==> src/rtl/seg_scan_pkg.sv <==
// Shared types and constants for the two-digit segment scan multiplexer.
package seg_scan_pkg;

    typedef enum logic [1:0] {
        DIG0 = 2'd0,
        GAP0 = 2'd1,
        DIG1 = 2'd2,
        GAP1 = 2'd3
    } scan_state_e;

    localparam logic [6:0]  SEG_OFF  = 7'h7F;
    localparam logic [1:0]  AN_OFF   = 2'b11;
    localparam logic [1:0]  AN_DIG0  = 2'b10;
    localparam logic [1:0]  AN_DIG1  = 2'b01;
    localparam logic [13:0] DISP_OFF = 14'h3FFF;

    function automatic scan_state_e next_state(input scan_state_e s);
        case (s)
            DIG0:    return GAP0;
            GAP0:    return DIG1;
            DIG1:    return GAP1;
            default: return DIG0;
        endcase
    endfunction

    function automatic logic is_digit(input scan_state_e s);
        return (s == DIG0) || (s == DIG1);
    endfunction

endpackage

==> src/rtl/seg_scan_mux_timer.sv <==
// Loadable down-counter with a zero flag; holds at zero until reloaded.
module scan_timer #(
    parameter int             W       = 16,
    parameter logic [W-1:0]   RST_VAL = '0
) (
    input  logic         clk,
    input  logic         rst_n,
    input  logic         load_i,
    input  logic [W-1:0] load_val_i,
    output logic         zero_o
);

    logic [W-1:0] cnt_q, cnt_d;

    always_comb begin
        cnt_d = cnt_q;
        if (load_i) begin
            cnt_d = load_val_i;
        end else if (cnt_q != '0) begin
            cnt_d = cnt_q - W'(1);
        end
    end

    always_ff @(posedge clk or negedge rst_n) begin
        if (!rst_n) begin
            cnt_q <= RST_VAL;
        end else begin
            cnt_q <= cnt_d;
        end
    end

    assign zero_o = (cnt_q == '0);

endmodule

==> src/rtl/seg_scan_mux.sv <==
// Two-digit multiplexed 7-segment driver with a one-deep pending pattern
// register that is committed to the display only at the end of each frame.
//
// state | meaning
// DIG0  | digit 0 (units) lit, DIV_CYCLES long
// GAP0  | all off after digit 0, GAP_CYCLES long
// DIG1  | digit 1 (sign/tens) lit, DIV_CYCLES long
// GAP1  | all off after digit 1; its last cycle is the frame boundary
module seg_scan_mux
    import seg_scan_pkg::*;
#(
    parameter int DIV_CYCLES = 50000,
    parameter int GAP_CYCLES = 500
) (
    input  logic        clk,
    input  logic        rst_n,
    input  logic [13:0] pat_in,
    input  logic        pat_valid,
    output logic        pat_ready,
    input  logic        blank_en,
    output logic [6:0]  seg_n,
    output logic [1:0]  an_n
);

    localparam int MAX_CYCLES = (DIV_CYCLES > GAP_CYCLES) ? DIV_CYCLES : GAP_CYCLES;
    localparam int CW         = $clog2(MAX_CYCLES + 1);
    localparam logic [CW-1:0] DIV_LD = CW'(DIV_CYCLES - 1);
    localparam logic [CW-1:0] GAP_LD = CW'(GAP_CYCLES - 1);

    scan_state_e  state_q, state_d;
    logic [13:0]  disp_q, disp_d;
    logic [13:0]  pend_q, pend_d;
    logic         pend_full_q, pend_full_d;
    logic         ready_q, ready_d;
    logic [6:0]   seg_q, seg_d;
    logic [1:0]   an_q, an_d;

    logic          tmr_zero;
    logic [CW-1:0] tmr_load_val;
    logic          accept;
    logic          boundary;

    scan_timer #(
        .W       (CW),
        .RST_VAL (GAP_LD)
    ) u_timer (
        .clk        (clk),
        .rst_n      (rst_n),
        .load_i     (tmr_zero),
        .load_val_i (tmr_load_val),
        .zero_o     (tmr_zero)
    );

    always_comb begin
        state_d     = state_q;
        disp_d      = disp_q;
        pend_d      = pend_q;
        pend_full_d = pend_full_q;
        seg_d       = SEG_OFF;
        an_d        = AN_OFF;

        accept   = pat_valid && ready_q;
        boundary = (state_q == GAP1) && tmr_zero;

        if (tmr_zero) begin
            state_d = next_state(state_q);
        end
        tmr_load_val = is_digit(state_d) ? DIV_LD : GAP_LD;

        // Commit and accept are exclusive: accept needs an empty slot, commit a full one.
        if (boundary && pend_full_q) begin
            disp_d      = pend_q;
            pend_full_d = 1'b0;
        end else if (accept) begin
            pend_d      = pat_in;
            pend_full_d = 1'b1;
        end
        ready_d = !pend_full_d;

        // Outputs are computed from next-state values so the registers track the live state.
        if (!blank_en) begin
            case (state_d)
                DIG0: begin
                    an_d  = AN_DIG0;
                    seg_d = disp_d[6:0];
                end
                DIG1: begin
                    an_d  = AN_DIG1;
                    seg_d = disp_d[13:7];
                end
                default: begin
                    an_d  = AN_OFF;
                    seg_d = SEG_OFF;
                end
            endcase
        end
    end

    always_ff @(posedge clk or negedge rst_n) begin
        if (!rst_n) begin
            state_q     <= GAP1;
            disp_q      <= DISP_OFF;
            pend_q      <= DISP_OFF;
            pend_full_q <= 1'b0;
            ready_q     <= 1'b1;
            seg_q       <= SEG_OFF;
            an_q        <= AN_OFF;
        end else begin
            state_q     <= state_d;
            disp_q      <= disp_d;
            pend_q      <= pend_d;
            pend_full_q <= pend_full_d;
            ready_q     <= ready_d;
            seg_q       <= seg_d;
            an_q        <= an_d;
        end
    end

    assign pat_ready = ready_q;
    assign seg_n     = seg_q;
    assign an_n      = an_q;

endmodule

==> config.mk <==
export PLATFORM = sky130hd
export DESIGN_NAME = seg_scan_mux
export DESIGN_NICKNAME = d
export VERILOG_FILES = /design/src/rtl/seg_scan_pkg.sv /design/src/rtl/seg_scan_mux_timer.sv /design/src/rtl/seg_scan_mux.sv
export SDC_FILE = /design/constraint.sdc
export NUM_CORES = 1
export LEC_CHECK = 0
export CORE_ASPECT_RATIO = 0.8
export CORE_UTILIZATION = 55
export DETAILED_ROUTE_END_ITERATION = 12
export GPL_TIMING_DRIVEN = 0
export PLACE_DENSITY = 0.77
export SLEW_MARGIN = 20
export SYNTH_ARGS = -nofsm -noshare
export SYNTH_HDL_FRONTEND = slang
export SYNTH_HIERARCHICAL = 1
export SYNTH_SLANG_ARGS = --single-unit
==> constraint.sdc <==
create_clock -name clk -period 6.3 [get_ports clk]
set_clock_uncertainty 0.2 [all_clocks]
set_input_delay 1.26 -clock clk [delete_from_list [all_inputs] [get_ports clk]]
set_output_delay 1.26 -clock clk [all_outputs]
set_load 0.05 [all_outputs]
## Word-level counts from Yosys, hierarchy flattened

Index checks and enable logic that the tools add are counted.

| word-level totals | value |
|---|---|
| input bits | 18 |
| output and inout port bits | 10 |
| register bits after elaboration | 57 |

| operators by class | value |
|---|---|
| muxes and demuxes | 12 |
| bitwise logic cells | 1 |
| add/sub/neg operators | 1 |
| equal/unequal tests | 4 |
| reductions and logical operators | 11 |

Operators by type and width:

| kind | number |
|---|---|
| $mux W16 | 3 |
| $logic_not A16 Y1 | 1 |
| $reduce_bool A16 Y1 | 1 |
| $sub A16 B1 Y16 const B | 1 |
| $mux W14 | 1 |
| $pmux W7 S2 | 1 |
| $mux W7 | 1 |
| $eq A2 B2 Y1 const B | 3 |
| $pmux W2 S3 | 1 |
| $logic_not A2 Y1 | 2 |
| $mux W2 | 2 |
| $pmux W2 S2 | 1 |
| $logic_and A1 B1 Y1 | 3 |
| $eq A2 B1 Y1 const B | 1 |
| $mux W1 | 2 |
| $reduce_and A2 Y1 | 1 |
| $reduce_bool A2 Y1 | 1 |
| $logic_not A1 Y1 | 1 |
| $logic_or A1 B1 Y1 | 1 |
| $not A1 Y1 | 1 |

## Depth between registers and ports, before layout

Gate-level depths: netlist of the first run.

| depth | value |
|---|---|
| depth after elaboration | 7 |
| mapped depth | 10 |

## Modules after synthesis

Netlist of the first run, hierarchy kept.

Modules (own cells, without submodules):

| module | cells each | area an instance (um2) | sequential area each (um2) | times used |
|---|---|---|---|---|
| seg_scan_mux | 126 | 1671.6 | 1076.0 | 1 |
| scan_timer | 104 | 1014.7 | 409.1 | 1 |

## Least setup slack after synthesis of the first run

OpenSTA, ideal clock, no wires.

| timing | value |
|---|---|
| path type | reg-to-reg |
| start | register u_timer.cnt_q[0] |
| end | register seg_q[0], in the netlist seg_n[0] |
| required time | 6.003 ns |
| arrival | 2.496 ns |
| cell stages (with the launch flop) | 10 |
| setup slack | 3.507 ns |
| period minus slack after synthesis | 2.793 ns |
| path through | dfstp_2 -> inv_1 -> ha_1 -> nor3b_4 -> nand3_2 -> nor2_1 -> mux2i_1 -> inv_1 -> a211oi_4 -> a32oi_1 |

| on the way | value |
|---|---|
| elaborated cells on any way between the ends | 9 |

RTL lines:

| element | line | RTL |
|---|---|---|
| start: declaration | seg_scan_mux_timer.sv:13 | `logic [W-1:0] cnt_q, cnt_d;` |
| start signal: assignment | seg_scan_mux_timer.sv:28 | `cnt_q <= cnt_d;` |
| $logic_not A16 Y1 (*) | seg_scan_mux_timer.sv:32 | `assign zero_o = (cnt_q == '0);` |
| net tmr_zero | seg_scan_mux.sv:38 | `logic tmr_zero;` |
| $mux W2 (*) | seg_scan_mux.sv:65 | `if (tmr_zero) begin` |
| net state_d[1] | seg_scan_mux.sv:30 | `scan_state_e state_q, state_d;` |
| $eq A2 B2 Y1 / $logic_not A2 Y1 (equally long branches) | seg_scan_mux.sv:82 | `case (state_d)` |
| $pmux W7 S2 (*) | seg_scan_mux.sv:82 |  |
| $mux W7 (*) | seg_scan_mux.sv:81 | `if (!blank_en) begin` |
| net seg_d[0] | seg_scan_mux.sv:35 | `logic [6:0] seg_q, seg_d;` |
| end signal: assignment | seg_scan_mux.sv:114 | `seg_q <= seg_d;` |
| end: declaration | seg_scan_mux.sv:35 |  |

Mark *: on every way through the listed nets, which the timed path passes. The rest lies on a longest branch.
A chain may end at the register's enable or synchronous reset.

## Worst setup path after layout of the first run

| timing | value |
|---|---|
| start | register u_timer.cnt_q[0] |
| end | register seg_q[1], in the netlist seg_n[1] |

The elaborated chain is that of the path after synthesis.

==> impl_metrics.yaml, run 1 <==
placed_design:
  hpwl_um: 3410
  gp_congestion: 0.823
  pre_cts_slack_ns: 2.88
  io_buffer_count: 27
min_path:
  hp-class: "flop to flop"
  min_from: "disp_q[10]"
critical_path:
  critPathKind: "flop to flop"
  required_ns: 6.34
  critPathSlowestCell: "nor2_1"
  slowest_delay_ns: 0.63
  cp_max_fo: 13
  startpoint: "u_timer/cnt_q[0]"
  cp-start-kind: "flop"
  r2r_start: "u_timer/cnt_q[0]"
  worst_setup_path_end_kind: "flop"
  arrival_ns: 3.48
  crit_path_frequent_cell: "inv_1"
  path_cells: "inv_1, ha_1, nor3b_4, nand3_2, nor2_1, mux2i_1, inv_1, a211oi_4, a32oi_1"
floorplan:
  pin_count: 28
  core.rowCount: 22
  initial_core_util: 0.577
  fp.dieW_um: 80.1
  die-area_um2: 5170
  die_h_um: 64.5
  core-area_um2: 4650
run_status:
  status: "finished clean"
clock_network:
  post_cts_resized: 0
  cts_made_buffers: 9
  cts-root-buf: "clkbuf_8"
  postCtsSetupRepairBufs: 0
  clk_path_buf_depth: 2
  hold_buffers: 0
  path_clk_slew_ns: 0.06
  cts_tree: "yes"
  clk_latency_ns: 0.34
  cts.sinks: 57
  htreeDepth: 3
yosys:
  synth_top_cells_by_area: "dfstp_2 (46%), dfrtp_1 (9.3%), mux2_2 (5.9%), nand2_1 (5.0%), mux2i_1 (3.4%)"
  ys_warn_count: 6
  synthMostInstantiatedCell: "dfstp_2"
  synth_edf_count: 0
  synth_area_um2: 2690
  synth_commonest_cells: "dfstp_2 (47), nand2_1 (36), inv_1 (16), mux2_2 (14), dfrtp_1 (10)"
  postSynthAreaPerCell_um2: 11.7
  synth_top_cell_by_area: "dfstp_2"
  ys_seq_elements: 57
  synth.top_cell.area_share: 0.460
  yosysSeqAreaShare: 0.553
  synthArstFlopShare: 1.00
  syn_inst: 230
  synthFlopType: "dfstp_2"
  synthDistinctLibCells: 44
timing:
  period_minus_slack_ns: 3.44
  fin_tns_setup_ns: 0
  fin_crit_sh: 0.546
  setup_violations: 0
  hold_viol_final: 0
  worst_hold_slack_ns: 0.281
  fmax_mhz: 291
  setup_slack_ns: 2.86
  maxSlewHeadroom: 0.490
  maxSlewViolCount: 0
  rsz0062_at_grt: "false"
  tightestPinTransition_ns: 0.762
detailed_routing:
  finalWirelength_um: 5020
  wl_per_cell_um: 14.8
  drt_first_pass_iters: 4
  dr_total_vias: 1842
  drt_iter0_markers: 137
  avgViaCountPerCell: 5.43
  drc: 0
  ant_nets: 0
global_routing:
  grt_start_max_net_pins: 58
  grt_pass1_wl_um: 8780
  grt_pass1_vias: 1842
  grt-ovfl-total: 0
  antenna_found_initial: 0
  gr-usage-all-layers: 0.232
final_layout:
  fillers: 351
  n_antenna_cell: 0
  syn_to_final_growth_pct: 22.7
  drive_gt1_frac: 0.333
  nNetsFinal: 296
pwr:
  irDropWorstVdd_mv: 0.157
  power_density_nw_per_um2: 251
  power_w: 0.000827
  p_leak_nw: 1.49
run:
  drv_cap: 0
[where the power goes]
| group | total (W) | switching [W] | internal (W) |
|---|---|---|---|
| registers | 0.000373 | 0.000000639 | 0.000372 |
| clock network | 0.000418 | 0.000146 | 0.000273 |
| logic | 0.0000360 | 0.0000209 | 0.0000151 |
| total | 0.000827 | 0.000167 | 0.000660 |
[worst max-delay path: cells and delay by family, from the launching register on]
kind            cells  cell delay, ns
compound gates      2            0.63
fa+ha+maj           1            0.19
buf+inv             2            0.22
flops               1            0.38
mux                 1            0.45
simple gates        3            1.27
[through the flow]
| stage | instances | utilization | area [um2] |
|---|---|---|---|
| floorplan | 236 | - | 2710 |
| global placement | 323 | 0.657 | 3050 |
| detailed placement | 323 | 0.656 | 3050 |
| CTS | 339 | 0.708 | 3300 |
| global route | 339 | 0.708 | 3300 |
| finish | 339 | 0.708 | 3300 |
[cells in the final DEF, fill, tap and decap left out, drive strengths merged, types with 9 or more instances in the layout]
master and n:
nand2 36, mux2 14, clkdlybuf4s50 26, clkbuf 14, dfrtp 10, inv 16, nand2b 9, mux2i 9
dfstp 47
[layout make-up]
type | instances | area (um2) | area share
plain buffers | 8 | 38.8 | 0.0118
clock buffers | 11 | 141 | 0.0429
clock inverters | 5 | 103 | 0.0311
inverters | 16 | 60.1 | 0.0182
multi-input cells | 155 | 1120 | 0.341
flip-flops and latches | 57 | 1490 | 0.451
well taps | 60 | 75.1 | 0.0228
repair buffers | 27 | 268 | 0.0812
[state kept, by name (all words and copies together), names as in the netlist]
register	cells
an_n	2
disp_q	14
pend_q	14
state_q	2
seg_n	7
u_timer/cnt_q	16
pend_full_q	1
pat_ready	1
[logic make-up (layout without fill, tap and decap cells)]
kind of cell    count (synthesis)  in the layout  synth area share
simple gates                   79             79             0.165
flops                          57             57             0.553
compound gates                 33             33             0.105
buf+inv                        24             67            0.0368
mux                            23             23            0.0922
xor+xnor                        8              8            0.0261
fa+ha+maj                       4              4            0.0186
other cells                     2              8           0.00280
[path summary, 6_finish.rpt]
path                                     end  slack, ns  cells past startpoint
setup / recovery                    seg_n[1]       2.86                      9
hold / removal                    disp_q[10]       0.28                      2
setup reg to reg                    seg_n[1]       2.86                      9
hold reg to reg                   disp_q[10]       0.28                      2
max in group asynchronous   u_timer/cnt_q[3]       4.68                      1
min in group asynchronous  u_timer/cnt_q[14]       0.77                      1
[routing by layer]
layer / part of all wire / global-route usage / vias up
li1: - / - / 879
met1: 0.48 / 0.326 / 899
met2: 0.44 / 0.341 / 54
met3: 0.064 / 0.0507 / 10
met4: 0.019 / 0.109 / 0
met5: 0 / 0 / -
Note: power is estimated with default switching activity, not from simulation.
==> run 2, diff against run 1 <==
- CORE_UTILIZATION: 55 -> 51
- PLACE_DENSITY: 0.77 -> 0.75
- clock period: 6.3 -> 2.75 ns (I/O delays scaled with it)
==> impl_metrics.yaml, run 2 (same netlist as run 1, synthesis figures left out) <==
pwr:
  clkPwrFrac: 0.448
  combPwrFrac: 0.051
  switching_share: 0.220
  irDropWorstVdd_mv: 0.386
  power_switching_w: 0.000375
  internal-power_w: 0.00133
  p_leak_nw: 1.54
  sequentialPowerShare: 0.501
  power_w: 0.00170
  power_density_nw_per_um2: 504
timing:
  tightestPinTransition_ns: 0.749
  fin_tns_setup_ns: 0
  worst_hold_slack_ns: 0.0590
  fmax_mhz: 378
  setup_slack_ns: 0.104
  maxSlewViolCount: 0
  rsz0062_at_grt: "false"
  hold_viol_final: 0
  setup_violations: 0
  maxSlewHeadroom: 0.497
  period_minus_slack_ns: 2.65
  fin_crit_sh: 0.962
clock_network:
  cts.sinks: 57
  cts_tree: "yes"
  clk_latency_ns: 0.33
  htreeDepth: 3
  path_clk_slew_ns: 0.06
  clk_path_buf_depth: 2
  cts-root-buf: "clkbuf_8"
  hold_buffers: 0
  cts_made_buffers: 9
critical_path:
  path_cells: "inv_1, ha_1, nor3b_4, nand3_2, nor2_4, buf_4, or2_2, a211oi_4, buf_4, a32oi_1"
  required_ns: 2.79
  startpoint: "u_timer/cnt_q[0]"
  reg2regPathDepth: 10
  crit_path_frequent_cell: "buf_4"
  reg2reg_to: "seg_n[3]"
  slowest_delay_ns: 0.57
  rrSetupSlack_ns: 0.10
  critPathCapture: "seg_n[3]"
  r2r_start: "u_timer/cnt_q[0]"
  cp_max_fo: 7
  critPathSlowestCell: "dfstp_2"
  arrival_ns: 2.68
  cp-start-kind: "flop"
  critPathKind: "flop to flop"
  worst_setup_path_end_kind: "flop"
final_layout:
  nNetsFinal: 309
  regMostFlops: "u_timer/cnt_q"
  mostFrequentLayoutCell: "dfstp_2"
  drive_gt1_frac: 0.380
  n_antenna_cell: 0
  syn_to_final_growth_pct: 25.8
  largest_register_ffs: 16
  layout_common_cells: "dfstp_2 (47), nand2_1 (35), clkdlybuf4s50_1 (26)"
  largest_registers: "u_timer/cnt_q x16, disp_q x14, pend_q x14"
floorplan:
  fp.dieW_um: 83.1
  die-area_um2: 5560
  core-area_um2: 5040
  die_h_um: 66.9
  initial_core_util: 0.533
  core.rowCount: 23
  pin_count: 28
detailed_routing:
  drt_first_pass_iters: 6
  dr_total_vias: 1895
  finalWirelength_um: 5270
  wl_per_cell_um: 14.9
  avgViaCountPerCell: 5.35
  drt_iter0_markers: 108
  ant_nets: 0
  drc: 0
placed_design:
  pre_cts_slack_ns: -0.481
  gp_congestion: 0.776
  io_buffer_count: 27
  hpwl_um: 3400
global_routing:
  use_met3: 0.0669
  busiest_layer: "met2"
  grt.met2_usage: 0.316
  antenna_found_initial: 0
  gr-usage-all-layers: 0.218
  grt_util_met1: 0.302
  grt_pass1_wl_um: 9050
  grt-ovfl-total: 0
  grt_start_max_net_pins: 58
  grt_pass1_vias: 1835
min_path:
  hp-class: "input port to asynchronous set/reset pin"
run_status:
  status: "finished clean"
run:
  drv_cap: 0
[run 2: per-stage QoR]
stage                     instance area (um2)   util  instances
after floorplan                          2710      -        236
after global placement                   3060  0.607        325
after detailed placement                 3060  0.607        325
after CTS                                3330  0.661        350
after global routing                     3380  0.671        354
final                                    3380  0.671        354
[run 2: layer usage]
| metal | vias to the layer above | wire length (um) |
|---|---|---|
| met5 | - | 0 |
| met4 | 0 | 53 |
| met3 | 5 | 344 |
| met2 | 56 | 2410 |
| met1 | 930 | 2460 |
| li1 | 904 | - |
[run 2: worst min path at each step]
stage | from | end | slack (ns) | depth (start not counted)
floorplan | rst_n | pend_full_q | 0.05 | 0
global placement | disp_q[12] | disp_q[12] | 0.26 | 2
detailed placement | disp_q[11] | disp_q[11] | 0.27 | 2
CTS | rst_n | u_timer/cnt_q[2] | 0.08 | 1
global route | rst_n | u_timer/cnt_q[2] | 0.1 | 1
finish | rst_n | u_timer/cnt_q[2] | 0.06 | 1
[run 2: critical path: cells and delay by family (launching register included)]
family	cells	cell delay [ns]
flip-flops	1	0.57
AO/OA/AOI/OAI	2	0.39
adder cells (fa/ha/maj)	1	0.22
buffers and inverters	3	0.43
AND/OR/NAND/NOR	4	0.76
[run 2: cell type report]
type	instances	area, um2
sequential	57	1490
multi-input combinational	155	1150
buffer	8	46.3
clock inverter	5	55.1
fill	375	1660
inverter	16	60.1
tap	62	77.6
clock buffer	11	141
timing repair buffer	40	365
[run 2: power by group through the flow]
stage	logic (W)	registers [W]	clock network [W]
floorplan	0.00000746	0.000890	0
global placement	0.0000838	0.000866	0
detailed placement	0.0000842	0.000867	0
CTS	0.0000879	0.000854	0.000781
global route	0.0000932	0.000854	0.000833
finish	0.0000865	0.000854	0.000764
[run 2: what timing repair did]
action | CTS | global route
pin swaps | 3 | 3
cloned | 0 | 0
endpoints found under the setup margin | 48 | 28
gates resized for setup | 2 | 7
setup buffers | 9 | 4
==> run 3, diff against run 2 <==
- CORE_ASPECT_RATIO: 0.8 -> not set
- SETUP_SLACK_MARGIN: not set -> 0.02
==> impl_metrics.yaml, run 3 (same netlist as run 1, synthesis figures left out) <==
timing:
  period_minus_slack_ns: 2.62
  setup_violations: 0
  fin_crit_sh: 0.954
  tightestPinTransition_ns: 0.774
  maxSlewHeadroom: 0.480
  rsz0062_at_grt: "false"
  hold_viol_final: 0
  fmax_mhz: 381
  maxSlewViolCount: 0
final_layout:
  regMostFlops: "u_timer/cnt_q"
  drive_gt1_frac: 0.361
  layout_common_cells: "dfstp_2 (47), nand2_1 (35), clkdlybuf4s50_1 (26)"
  n_antenna_cell: 0
  final_cells: 355
  largest_registers: "u_timer/cnt_q x16, disp_q x14, pend_q x14"
  nNetsFinal: 302
  syn_to_final_growth_pct: 24.3
  mostFrequentLayoutCell: "dfstp_2"
  largest_register_ffs: 16
placed_design:
  hpwl_um: 3170
  dp.cells: 333
  gp_congestion: 0.789
  io_buffer_count: 27
critical_path:
  reg2regPathDepth: 7
  r2r_start: "u_timer/cnt_q[10]"
  worst_setup_path_end_kind: "flop"
  reg2reg_to: "seg_n[2]"
  slowest_delay_ns: 0.45
  critPathKind: "flop to flop"
  startpoint: "u_timer/cnt_q[10]"
  rrSetupSlack_ns: 0.13
  path_cells: "nor4_4, nand3_2, nor2_4, or3b_4, a211oi_4, buf_4, a32oi_1"
  cp_max_fo: 7
  cp-start-kind: "flop"
  arrival_ns: 2.68
  critPathCapture: "seg_n[2]"
  critPathSlowestCell: "or3b_4"
  required_ns: 2.81
detailed_routing:
  drt_iter0_markers: 149
  finalWirelength_um: 5000
  dr_total_vias: 1863
  drc: 0
  wl_per_cell_um: 14.1
  ant_nets: 0
  avgViaCountPerCell: 5.25
  drt_first_pass_iters: 4
clock_network:
  clk_path_buf_depth: 2
  clk_latency_ns: 0.34
  cts_made_buffers: 9
  cts_tree: "yes"
  path_clk_slew_ns: 0.06
  cts-root-buf: "clkbuf_8"
  htreeDepth: 3
  cts.sinks: 57
floorplan:
  die_h_um: 74.6
  initial_core_util: 0.529
  core-area_um2: 5070
  pin_count: 28
  fp.dieW_um: 74.6
  core.rowCount: 26
  die-area_um2: 5560
global_routing:
  antenna_found_initial: 0
  grt_pass1_vias: 1686
  gr-usage-all-layers: 0.202
  grt_pass1_wl_um: 8050
  grt-ovfl-total: 0
  grt_start_max_net_pins: 58
run:
  drv_cap: 0
pwr:
  power_density_nw_per_um2: 521
  power_w: 0.00174
  p_leak_nw: 1.51
  irDropWorstVdd_mv: 0.496
min_path:
  hp-class: "input port to asynchronous set/reset pin"
run_status:
  status: "finished clean"
run 3: final cells by class:
type	count	area [um2]
well taps	70	87.6
fillers	407	1740
inverters	16	60.1
multi-input cells	156	1150
clock buffers	12	155
clock inverters	4	51.3
plain buffers	8	43.8
repair buffers	32	305
flip-flops and latches	57	1490
run 3: worst min-delay path by stage:
stage / from / to / cells after the start / slack, ns
CTS: rst_n / u_timer/cnt_q[2] / 1 / 0.08
finish: rst_n / u_timer/cnt_q[2] / 1 / 0.06
detailed placement: disp_q[6] / disp_q[6] / 2 / 0.27
global placement: disp_q[10] / disp_q[10] / 2 / 0.26
global route: rst_n / u_timer/cnt_q[15] / 1 / 0.12
floorplan: rst_n / pend_full_q / 0 / 0.05
run 3: per-stage QoR:
step	hold slack, ns	utilization	instance area, um2	setup TNS (ns)	worst slack, ns
after floorplan	0.0544	-	2710	0	0.0962
after global placement	0.262	0.605	3070	-26.21	-0.765
after detailed placement	0.268	0.604	3070	-10.38	-0.443
after CTS	0.0766	0.652	3310	0	0.0224
after global routing	0.118	0.658	3340	0	0.0134
final	0.0605	0.658	3340	0	0.127
run 3: per-layer routing:
layer | wire length (um) | vias up | global-route usage
met5 | 0 | - | 0
met2 | 2250 | 35 | 0.291
met3 | 193 | 13 | 0.0407
met4 | 102 | 0 | 0.119
met1 | 2460 | 919 | 0.282
li1 | - | 896 | -
run 3: where the power goes:
| group | total, W | leakage (nW) | internal [W] | switching (W) |
|---|---|---|---|---|
| combinational | 0.0000844 | 0.785 | 0.0000358 | 0.0000486 |
| sequential | 0.000854 | 0.618 | 0.000852 | 0.00000142 |
| clock | 0.000802 | 0.103 | 0.000468 | 0.000334 |
| total | 0.00174 | 1.51 | 0.00136 | 0.000384 |
run 3: critical path, delay by kind of cell, from the launching register on:
| kind | cells | cell delay (ns) |
|---|---|---|
| compound gates | 2 | 0.37 |
| buf+inv | 1 | 0.20 |
| simple gates | 4 | 1.33 |
| flops | 1 | 0.43 |
run 3: what timing repair did:
action | 4_1_cts | 5_1_grt
endpoints found under the setup margin | 50 | 28
gates cloned | 0 | 1
buffers inserted | 3 | 2
hold buffers | 0 | 0
pin swaps | 3 | 3
resized for setup | 3 | 4
